### src/rtl/vga_timing_pkg.sv
// Shared 640x480@60 timing constants, colours and helpers for the ball renderer.
// Coordinates are 10 bits; span compares are done at 11 bits so sums never wrap.
package vga_timing_pkg;

  localparam int COORD_W = 10;

  localparam int DEF_H_ACTIVE = 640;
  localparam int DEF_H_FP     = 16;
  localparam int DEF_H_SYNC   = 96;
  localparam int DEF_H_BP     = 48;
  localparam int DEF_H_TOTAL  = DEF_H_ACTIVE + DEF_H_FP + DEF_H_SYNC + DEF_H_BP;

  localparam int DEF_V_ACTIVE = 480;
  localparam int DEF_V_FP     = 10;
  localparam int DEF_V_SYNC   = 2;
  localparam int DEF_V_BP     = 33;
  localparam int DEF_V_TOTAL  = DEF_V_ACTIVE + DEF_V_FP + DEF_V_SYNC + DEF_V_BP;

  localparam int          DEF_BALL_SIZE = 16;
  localparam logic [11:0] DEF_BALL_RGB  = 12'hF00;
  localparam logic [11:0] DEF_BG_RGB    = 12'h000;

  typedef struct packed {
    logic        hsync;
    logic        vsync;
    logic        de;
    logic [11:0] rgb;
  } vga_out_t;

  localparam vga_out_t VGA_IDLE = '{hsync: 1'b1, vsync: 1'b1, de: 1'b0, rgb: 12'h000};

  // True when lo <= v < lo+len; the extra bit keeps lo+len from wrapping.
  function automatic logic in_span(input logic [COORD_W:0] v,
                                   input logic [COORD_W:0] lo,
                                   input logic [COORD_W:0] len);
    return (v >= lo) && (v < lo + len);
  endfunction

endpackage

### src/rtl/vga_sync_counter.sv
// Horizontal/vertical raster counters that advance only on pix_en strobes.
// Both counters return to (0,0) together at the last pixel of the frame.
module vga_sync_counter
  import vga_timing_pkg::*;
#(
  parameter int H_TOTAL = DEF_H_TOTAL,
  parameter int V_TOTAL = DEF_V_TOTAL
) (
  input  logic               clk,
  input  logic               rst,
  input  logic               pix_en,
  output logic [COORD_W-1:0] h_cnt,
  output logic [COORD_W-1:0] v_cnt,
  output logic               line_start
);

  logic line_wrap;
  logic frame_wrap;

  if (H_TOTAL > 2 ** COORD_W || V_TOTAL > 2 ** COORD_W) begin : g_size_check
    $error("vga_sync_counter: H_TOTAL/V_TOTAL exceed the 10-bit counter range");
  end

  assign line_wrap  = (h_cnt == COORD_W'(H_TOTAL - 1));
  assign frame_wrap = line_wrap && (v_cnt == COORD_W'(V_TOTAL - 1));
  assign line_start = (h_cnt == '0);

  always_ff @(posedge clk) begin
    if (rst) begin
      h_cnt <= '0;
      v_cnt <= '0;
    end else if (pix_en) begin
      if (line_wrap) begin
        h_cnt <= '0;
        v_cnt <= frame_wrap ? '0 : v_cnt + 1'b1;
      end else begin
        h_cnt <= h_cnt + 1'b1;
      end
    end
  end

endmodule

### src/rtl/ball_vga_renderer.sv
// VGA renderer: draws a square ball on a plain background with 1-pixel output latency.
// The ball position is sampled once per frame at the start of vertical blanking.
module ball_vga_renderer
  import vga_timing_pkg::*;
#(
  parameter int          H_ACTIVE  = DEF_H_ACTIVE,
  parameter int          H_FP      = DEF_H_FP,
  parameter int          H_SYNC    = DEF_H_SYNC,
  parameter int          H_BP      = DEF_H_BP,
  parameter int          V_ACTIVE  = DEF_V_ACTIVE,
  parameter int          V_FP      = DEF_V_FP,
  parameter int          V_SYNC    = DEF_V_SYNC,
  parameter int          V_BP      = DEF_V_BP,
  parameter int          BALL_SIZE = DEF_BALL_SIZE,
  parameter logic [11:0] BALL_RGB  = DEF_BALL_RGB,
  parameter logic [11:0] BG_RGB    = DEF_BG_RGB
) (
  input  logic        clk,
  input  logic        rst,
  input  logic        pix_en,
  input  logic [9:0]  pos_x,
  input  logic [9:0]  pos_y,
  output logic        hsync,
  output logic        vsync,
  output logic        de,
  output logic [11:0] rgb,
  output logic        frame_tick
);

  localparam int H_TOTAL = H_ACTIVE + H_FP + H_SYNC + H_BP;
  localparam int V_TOTAL = V_ACTIVE + V_FP + V_SYNC + V_BP;

  logic [COORD_W-1:0] h_cnt;
  logic [COORD_W-1:0] v_cnt;
  logic [COORD_W-1:0] ball_x;
  logic [COORD_W-1:0] ball_y;
  logic               line_start;
  logic               vblank_start;
  logic               hit;
  vga_out_t           pix_next;
  vga_out_t           pix_q;

  vga_sync_counter #(
    .H_TOTAL(H_TOTAL),
    .V_TOTAL(V_TOTAL)
  ) u_counter (
    .clk       (clk),
    .rst       (rst),
    .pix_en    (pix_en),
    .h_cnt     (h_cnt),
    .v_cnt     (v_cnt),
    .line_start(line_start)
  );

  assign vblank_start = line_start && (v_cnt == COORD_W'(V_ACTIVE));

  always_comb begin
    pix_next = VGA_IDLE;
    hit      = in_span({1'b0, h_cnt}, {1'b0, ball_x}, 11'(BALL_SIZE)) &&
               in_span({1'b0, v_cnt}, {1'b0, ball_y}, 11'(BALL_SIZE));
    pix_next.de    = (h_cnt < COORD_W'(H_ACTIVE)) && (v_cnt < COORD_W'(V_ACTIVE));
    pix_next.hsync = !in_span({1'b0, h_cnt}, 11'(H_ACTIVE + H_FP), 11'(H_SYNC));
    pix_next.vsync = !in_span({1'b0, v_cnt}, 11'(V_ACTIVE + V_FP), 11'(V_SYNC));
    if (pix_next.de) begin
      pix_next.rgb = hit ? BALL_RGB : BG_RGB;
    end
  end

  // The tick follows the latching edge by one clk and drops on the next clk regardless of pix_en.
  always_ff @(posedge clk) begin
    if (rst) begin
      pix_q      <= VGA_IDLE;
      ball_x     <= '0;
      ball_y     <= '0;
      frame_tick <= 1'b0;
    end else begin
      frame_tick <= pix_en && vblank_start;
      if (pix_en) begin
        pix_q <= pix_next;
        if (vblank_start) begin
          ball_x <= pos_x;
          ball_y <= pos_y;
        end
      end
    end
  end

  assign hsync = pix_q.hsync;
  assign vsync = pix_q.vsync;
  assign de    = pix_q.de;
  assign rgb   = pix_q.rgb;

endmodule

### config.mk
export PLATFORM = sky130hd
export DESIGN_NAME = ball_vga_renderer
export DESIGN_NICKNAME = d
export VERILOG_FILES = /design/src/rtl/vga_timing_pkg.sv /design/src/rtl/vga_sync_counter.sv /design/src/rtl/ball_vga_renderer.sv
export SDC_FILE = /design/constraint.sdc
export NUM_CORES = 1
export LEC_CHECK = 0
export BUFFER_PORTS_ARGS = -buffer_cell sky130_fd_sc_hd__buf_4
export CAP_MARGIN = 15
export CORE_ASPECT_RATIO = 1.1
export CORE_MARGIN = 1.5
export CORE_UTILIZATION = 52
export CTS_CLUSTER_SIZE = 24
export DETAILED_ROUTE_END_ITERATION = 10
export PLACE_DENSITY = 0.82
export SYNTH_ARGS = -nofsm -noshare
export SYNTH_HDL_FRONTEND = slang
export SYNTH_SLANG_ARGS = --single-unit
export TNS_END_PERCENT = 50
### constraint.sdc
create_clock -name clk -period 4.45 [get_ports clk]
set_input_delay 0.445 -clock clk [delete_from_list [all_inputs] [get_ports clk]]
set_output_delay 0.445 -clock clk [all_outputs]
set_load 0.005 [all_outputs]
# Yosys cells after proc, flatten, opt, wreduce, memory -nomap -nowiden
# Index checks and enable logic that the tools add are counted.
word_totals:
  reg_bits: 56
op_classes:
  n_addsub: 4
  n_lt_le_gt_ge: 10
  n_eq_ne: 3
  mux: 4
  n_reduce_logical: 14
op_table:
  columns: ["operator", "count"]
  rows:
  - ["$mux 12", 2]
  - ["$add 10x5->11 const B", 2]
  - ["$lt 10x11->1", 2]
  - ["$add 10x1->10 const B", 2]
  - ["$eq 10x10->1 const B", 2]
  - ["$ge 10x10->1", 2]
  - ["$lt 10x10->1 const B", 2]
  - ["$lt 10x9->1 const B", 2]
  - ["$mux 10", 2]
  - ["$eq 10x9->1 const B", 1]
  - ["$ge 10x10->1 const B", 1]
  - ["$ge 10x9->1 const B", 1]
  - ["$logic_not 10->1", 1]
  - ["$logic_and 1x1->1", 9]
  - ["$reduce_and 2->1", 2]
  - ["$logic_not 1->1", 2]

# Longest topological paths before layout
# Gate-level depths: netlist (run 1).
depth:
  ltp_word: 6
  depth_mapped: 9
  depth_no_buf: 9

# By module
# Synthesis (run 1) repeated with hierarchy kept, for this count alone.
hier_totals:
  cells_unflattened: 362
  area_unflattened_um2: 3064.2
modules_own_cells:
  columns: ["mod", "n_inst", "cells_each", "area_each_um2", "seq_area_each_um2"]
  rows:
  - ["ball_vga_renderer", 1, 228, 1948.1, 500.5]
  - ["vga_sync_counter", 1, 134, 1116.1, 400.4]

# Least setup slack after synthesis (run 1)
# OpenSTA, ideal clock, no wires.
synth_timing:
  path_kind: "register to register"
  from: "register ball_y[4]"
  to: "register pix_q (netlist bit rgb[10])"
  setup_ns: 0.092
  arrival_ns: 2.067
  required_ns: 4.358
  setup_slack_ns: 2.291
  stages_incl_launch_ff: 10
  synth_period_minus_slack_ns: 2.159
  path_cell_list: "dfxtp_1 ha_1 inv_1 ha_1 o21ai_0 a21oi_1 nor3_1 nor3_1 or4_1 o32ai_1"
synth_via:
  elab_chain_cells: 6
  word_cells_on_any_way: 7
synth_rtl:
  columns: ["element", "line_no", "source"]
  rows:
  - ["start, declared", "ball_vga_renderer.sv:36", "logic [COORD_W-1:0] ball_y;"]
  - ["start signal, assigned", "ball_vga_renderer.sv:82", "ball_y <= pos_y;"]
  - ["$add 10x5->11", "vga_timing_pkg.sv:36", "return (v >= lo) && (v < lo + len);"]
  - ["$lt 10x11->1", "vga_timing_pkg.sv:36", null]
  - ["$logic_and 1x1->1 (*)", "vga_timing_pkg.sv:36", null]
  - ["$logic_and 1x1->1 (*)", "ball_vga_renderer.sv:59", "hit = in_span({1'b0, h_cnt}, {1'b0, ball_x}, 11'(BALL_SIZE)) &&"]
  - ["$mux 12 (*)", "ball_vga_renderer.sv:65", "pix_next.rgb = hit ? BALL_RGB : BG_RGB;"]
  - ["$mux 12 (*)", "ball_vga_renderer.sv:64", "if (pix_next.de) begin"]
  - ["end signal, assigned", "ball_vga_renderer.sv:79", "pix_q <= pix_next;"]
  - ["end, declared", "ball_vga_renderer.sv:41", "vga_out_t pix_q;"]
# Mark *: on every way between the ends. The rest lies on a longest branch, timed or not.
# A chain may end at the register's enable or synchronous reset.

# Worst setup path after layout (run 1)
# Same ends and word-level chain as after synthesis.

==> results.py, run 1 <==
metrics = {
    "run_status": {
        "status": "finished, final reports clean",
    },
    "synthesis": {
        "seq_area_frac_synth_pct": 31.2,
        "syn_inst": 359,
        "synth_edf_count": 0,
        "syn_area_per_cell_um2": 8.04,
        "ys_seq_elements": 45,
        "synth_area_mm2": 0.00289,
        "synth_flop_cell": "dfxtp_1",
        "async_flop_share_pct": 0,
        "synth_top_area_cell": "dfxtp_1",
        "synth_top_cells_by_area": "dfxtp_1 (31%), ha_1 (16%), nand2_1 (7.9%)",
        "yosysWarnings": 0,
        "synth_top_area_share_pct": 31.2,
        "yosysUniqueCellTypes": 48,
    },
    "finish": {
        "area_growth_pct": 10.5,
        "fin_util_pct": 59.5,
        "fin_nets": 444,
        "layout-drive-gt1-share_pct": 12.5,
        "n_antenna_cell": 0,
    },
    "setup_path": {
        "cp_slowest_stage_delay_ns": 0.52,
        "path_cells": "ha_1 -> xnor2_1 -> ha_1 -> o21ai_0 -> a21oi_1 -> nor3_1 -> nor3_1 -> or4_1 -> o32ai_1",
        "critical_path_class": "reg2reg",
        "cp.arrival_ns": 2.70,
        "critPathSlowestCell": "or4_1",
        "critPathTopFamily": "simple AND/OR/NAND/NOR gates",
        "crit_path_end_kind": "flip-flop",
        "crit_buf_inv": 0,
        "worstPathMaxFanout": 6,
        "startpoint_type": "flip-flop",
        "required_ns": 4.67,
    },
    "routing": {
        "vias": 2426,
        "wl_per_cell_um": 12.9,
        "drc": 0,
        "dr.pass1.iters": 5,
        "drtIter0Drc": 101,
        "ant_nets": 0,
        "drt-total-wl_mm": 5.90,
        "avgViaCountPerCell": 5.29,
    },
    "timing": {
        "finalHoldViolations": 0,
        "finalClockSkew_ns": 0.0146,
        "slew_violations": 0,
        "fmax_mhz": 403,
        "rsz0062_at_grt": "false",
        "min_period_ns": 2.48,
        "fin_setup_tns_ns": 0,
        "period_share_pct": 55.8,
        "tightest_slew_ns": 0.911,
        "slew_headroom_pct": 39.1,
        "setup_viol": 0,
    },
    "floorplanning": {
        "die_h_um": 81.1,
        "dieArea_mm2": 0.00601,
        "die-width_um": 74.0,
        "core_area_mm2": 0.00536,
        "initial_core_util_pct": 53.9,
        "rows": 28,
        "ios": 39,
    },
    "hold_path": {
        "min_path_type": "in2reg",
    },
    "clock_network": {
        "cts_buffer_depth": 2,
        "holdBufCountCts": 0,
        "cts-resized-gates": 0,
        "cts.sinks": 45,
        "cts_setup_buffers": 0,
        "root_buffer": "clkbuf_8",
        "clk_latency_ns": 0.31,
        "cts_buffers": 5,
        "path_clk_slew_ns": 0.10,
        "h-tree-depth": 2,
        "tritoncts": "yes",
    },
    "placement": {
        "io_buffers": 30,
        "dp_hpwl_mm": 4.44,
        "place_congestion": 0.873,
    },
    "grt": {
        "grt_max_degree": 32,
        "grt_usage_pct": 20.7,
        "grt-ovfl-total": 0,
        "grt_pass1_wl_mm": 9.63,
        "antenna_found_initial": 0,
        "grt_pass1_vias": 2155,
    },
    "pwr": {
        "pwr_density_cell_mw_per_mm2": 228,
        "p_leak_nw": 1.26,
        "max-vdd-ir-drop_mv": 0.203,
    },
    "job": {
        "maxCapViolations": 0,
    },
}
synthesized netlist by cell type, types with 5 or more instances:
library cell  count
ha_1             38
nand2b_1          5
nor2_1           26
xor2_1           10
nand3_1           9
dfxtp_1          45
xnor2_1          13
buf_4            12
nor3_1            6
o21ai_0          10
nand4_1           9
a21oi_1          34
inv_1            25
nand2_1          61
tightest hold or removal path, stage by stage:
cell and delay, ns:
buf_4 0.11, nand2_1 0.05, a21oi_1 0.05
layout make-up:
class                           count  area, um^2
Clock buffer                        5        68.8
Clock inverter                      3        21.3
Inverter                           26        97.6
Timing Repair Buffer               30         225
Fill cell                         509        2170
Sequential cell                    45         901
Multi-Input combinational cell    275        1780
Tap cell                           75        93.8
cells by family (layout without fill, tap and decap cells):
kind of cell / after synthesis / after routing / synth area share (%)
adder cells (fa/ha/maj): 38 / 38 / 16.5
buffers and inverters: 46 / 64 / 7.93
other: 1 / 8 / 0.130
flip-flops: 45 / 45 / 31.2
AND/OR/NAND/NOR: 143 / 143 / 24.4
XOR/XNOR: 23 / 23 / 6.98
multiplexers: 1 / 1 / 0.347
AO/OA/AOI/OAI: 62 / 62 / 12.5
path summary, 6_finish.rpt:
kind	cells after the start	slack (ns)	from	to
min	3	0.37	pos_y[0]	ball_y[0]
max reg2reg	9	1.97	ball_y[4]	rgb[10]
max	9	1.97	ball_y[4]	rgb[10]
min reg2reg	2	0.46	ball_y[2]	ball_y[2]
sequential cells by signal, indices dropped and copies added, names as in the netlist, 10 cells and up:
signal	cells
ball_x	10
ball_y	10
u_counter.h_cnt	10
u_counter.v_cnt	10
cell usage in the layout, fill, tap and decap left out, types with 2 or more instances in the layout:
cell,n
nor2_1,26
buf_4,30
nand3_1,9
nand4b_1,2
nand4_1,9
xor2_1,10
a21oi_1,34
nor3_1,6
xnor2_1,13
nand2b_1,5
a211oi_1,3
ha_1,38
nor4_1,3
conb_1,8
a221oi_1,2
and4_1,2
clkbuf_8,5
o21ai_0,10
nand3b_1,3
a21o_1,3
nand2_1,61
inv_1,25
and3_1,4
dfxtp_1,45
or3_1,2
a21oi_2,2
nor2b_1,2
metrics by stage:
stage | worst slack, ns | hold WS, ns | instance area, um^2 | power, mW | instances
floorplan | 2.29 | 0.429 | 2910 | 0.454 | 366
global placement | 2.05 | 0.441 | 3100 | 0.470 | 451
detailed placement | 2.00 | 0.450 | 3100 | 0.471 | 451
CTS | 1.97 | 0.369 | 3190 | 0.733 | 459
global route | 1.77 | 0.379 | 3190 | 0.754 | 459
finish | 1.97 | 0.373 | 3190 | 0.726 | 459
report_power, final:
group	switching (mW)	total [mW]	internal [mW]	leakage (nW)
sequential	0.00431	0.410	0.406	0.363
clock	0.153	0.264	0.112	0.0445
combinational	0.0242	0.0518	0.0276	0.854
total	0.181	0.726	0.545	1.26
routing by layer:
metal	wire (um)	vias to the layer above	GRT usage, %
li1	-	1257	-
met1	2710	1128	24.8
met2	2930	31	36.0
met3	146	10	3.72
met4	117	0	8.33
met5	0	-	0
No activity file was read; power rests on OpenSTA's default activity.
==> run 2, diff against run 1 <==
--- a/config.mk
+++ b/config.mk
@@ -5,6 +5,7 @@
 export SDC_FILE = /design/constraint.sdc
 export NUM_CORES = 1
 export LEC_CHECK = 0
+export ABC_AREA = 1
 export BUFFER_PORTS_ARGS = -buffer_cell sky130_fd_sc_hd__buf_4
 export CAP_MARGIN = 15
 export CORE_ASPECT_RATIO = 1.1
==> constraint.sdc (replaced) <==
create_clock -name clk -period 2.3 [get_ports clk]
set_input_delay 0.23 -clock clk [delete_from_list [all_inputs] [get_ports clk]]
set_output_delay 0.23 -clock clk [all_outputs]
set_load 0.005 [all_outputs]
==> results.py, run 2 <==
metrics = {
    "grt": {
        "grt_usage_pct": 21.1,
        "grt_max_degree": 41,
        "grt_pass1_wl_mm": 11.4,
        "antenna_found_initial": 0,
        "grt_pass1_vias": 2677,
        "grt-ovfl-total": 0,
    },
    "hold_path": {
        "holdPathEnd": "ball_x[7]",
        "min-delay-start": "pos_x[7]",
        "whs_path_depth": 3,
        "min_path_type": "in2reg",
    },
    "routing": {
        "ant_nets": 0,
        "avgViaCountPerCell": 4.95,
        "dr.pass1.iters": 4,
        "drtIter0Drc": 211,
        "wl_per_cell_um": 11.3,
        "drt-total-wl_mm": 6.70,
        "drc": 0,
        "vias": 2925,
    },
    "placement": {
        "io_buffers": 30,
        "dp_hpwl_mm": 5.27,
        "preCtsSetupSlack_ns": 0.384,
        "post_dp_cell_area_mm2": 0.00346,
        "place_congestion": 0.866,
        "placedCellCount": 583,
    },
    "synthesis": {
        "synth_flop_cell": "dfxtp_1",
        "synth_top_area_cell": "dfxtp_1",
        "yosysWarnings": 0,
        "synth_common_cells": "nand2_1 (129), nor2_1 (80), inv_1 (69)",
        "syn_area_per_cell_um2": 6.65,
        "ys_seq_elements": 45,
        "synth_top_cells_by_area": "dfxtp_1 (28%), nand2_1 (15%), ha_1 (15%)",
        "synth_edf_count": 0,
        "yosysUniqueCellTypes": 35,
        "synth_area_mm2": 0.00323,
        "syn_inst": 486,
        "synth_top_area_share_pct": 27.9,
        "yosysMostFrequentCell": "nand2_1",
        "async_flop_share_pct": 0,
        "seq_area_frac_synth_pct": 27.9,
    },
    "clock_network": {
        "root_buffer": "clkbuf_8",
        "holdBufCountCts": 0,
        "tritoncts": "yes",
        "cts.sinks": 45,
        "clk_latency_ns": 0.30,
        "cts_buffer_depth": 2,
        "path_clk_slew_ns": 0.09,
        "cts_setup_buffers": 0,
        "cts-resized-gates": 0,
        "cts_buffers": 5,
        "h-tree-depth": 2,
    },
    "finish": {
        "area_growth_pct": 10.8,
        "fin_nets": 574,
        "final_area_mm2": 0.00358,
        "layout-drive-gt1-share_pct": 9.92,
        "n_antenna_cell": 0,
        "fin_cells": 591,
        "fin_util_pct": 60.9,
        "mostFrequentLayoutCells": "nand2_1 (129), nor2_1 (80), inv_1 (69)",
        "final_common_cell": "nand2_1",
    },
    "pwr": {
        "max-vdd-ir-drop_mv": 0.231,
        "p_leak_nw": 1.96,
        "pwr_density_cell_mw_per_mm2": 426,
        "total_power_mw": 1.52,
    },
    "run_status": {
        "status": "finished, final reports clean",
    },
    "setup_path": {
        "r2r_cells": 13,
        "worstPathMaxFanout": 4,
        "r2r_start": "ball_x[4]",
        "cp.arrival_ns": 2.16,
        "crit_path_end_kind": "flip-flop",
        "r2r-end": "rgb[10]",
        "rrSetupSlack_ns": 0.38,
        "critical_path_class": "reg2reg",
        "startpoint_type": "flip-flop",
        "required_ns": 2.53,
    },
    "floorplanning": {
        "ios": 39,
        "dieArea_mm2": 0.00669,
        "die-width_um": 78.2,
        "core_area_mm2": 0.00588,
        "rows": 29,
        "initial_core_util_pct": 55.0,
        "die_h_um": 85.7,
    },
    "timing": {
        "rsz0062_at_grt": "false",
        "finalHoldViolations": 0,
        "finalClockSkew_ns": 0.00832,
        "holdWs_ns": 0.147,
        "setup_viol": 0,
        "min_period_ns": 1.92,
        "fin_setup_tns_ns": 0,
        "period_share_pct": 83.6,
        "slew_violations": 0,
        "fmax_mhz": 520,
        "layout_setup_ws_ns": 0.378,
    },
    "job": {
        "maxCapViolations": 0,
    },
}
[run 2: cell count changes in the layout (fill, tap and decap cells not counted), sizes merged, moves of 5 or more]
cell	change
nand2	+68
nand3	+18
o21ai	-5
xnor2	-10
inv	+44
a21oi	-15
nor2	+55
nand2b	-6
[run 2: worst max-delay path by stage]
stage | startpoint | endpoint | slack (ns) | depth (start not counted)
6_report | ball_x[4] | rgb[10] | 0.38 | 13
5_1_grt | ball_x[4] | rgb[10] | 0.17 | 13
4_1_cts | ball_x[4] | rgb[10] | 0.37 | 13
3_5_place_dp | ball_x[4] | rgb[10] | 0.38 | 13
3_3_place_gp | ball_x[4] | rgb[10] | 0.47 | 13
2_1_floorplan | ball_x[4] | rgb[10] | 0.54 | 13
[run 2: layout make-up]
type / count / area (um^2)
clock inverters: 1 / 30.0
flip-flops and latches: 45 / 901
well taps: 77 / 96.3
inverters: 71 / 267
repair buffers: 33 / 248
multi-input cells: 357 / 1950
clock buffers: 7 / 86.3
fillers: 565 / 2300
[run 2: per-layer routing]
layer  global-route usage, %  routed length (um)
met5                       0                   0
met4                    7.47                  85
met3                    2.98                 429
met2                    35.2                3130
met1                    27.9                3060
[run 2: power breakdown]
| group | total, mW | switching [mW] | internal, mW |
|---|---|---|---|
| Sequential | 0.794 | 0.00812 | 0.786 |
| Clock | 0.624 | 0.270 | 0.354 |
| Combinational | 0.106 | 0.0533 | 0.0527 |
[run 2: cell families after synthesis]
group	count (synthesis)	share of synthesized area [%]
AO/OA/AOI/OAI	36	6.24
other	1	0.116
flip-flops	45	27.9
adder cells (fa/ha/maj)	38	14.7
buffers and inverters	91	12.5
XOR/XNOR	14	3.80
AND/OR/NAND/NOR	261	34.8
[run 2: critical path, cell delays in order (launching register included)]
cell and delay (ns):
dfxtp_1 0.38, ha_1 0.19, nand2_1 0.06, nor2_1 0.14
xor2_1 0.17, ha_1 0.27, a21o_1 0.16, nand3_1 0.07
nand2_1 0.05, inv_1 0.05, nand2_1 0.05, nor2_1 0.09
nand2_1 0.05, a21oi_1 0.11
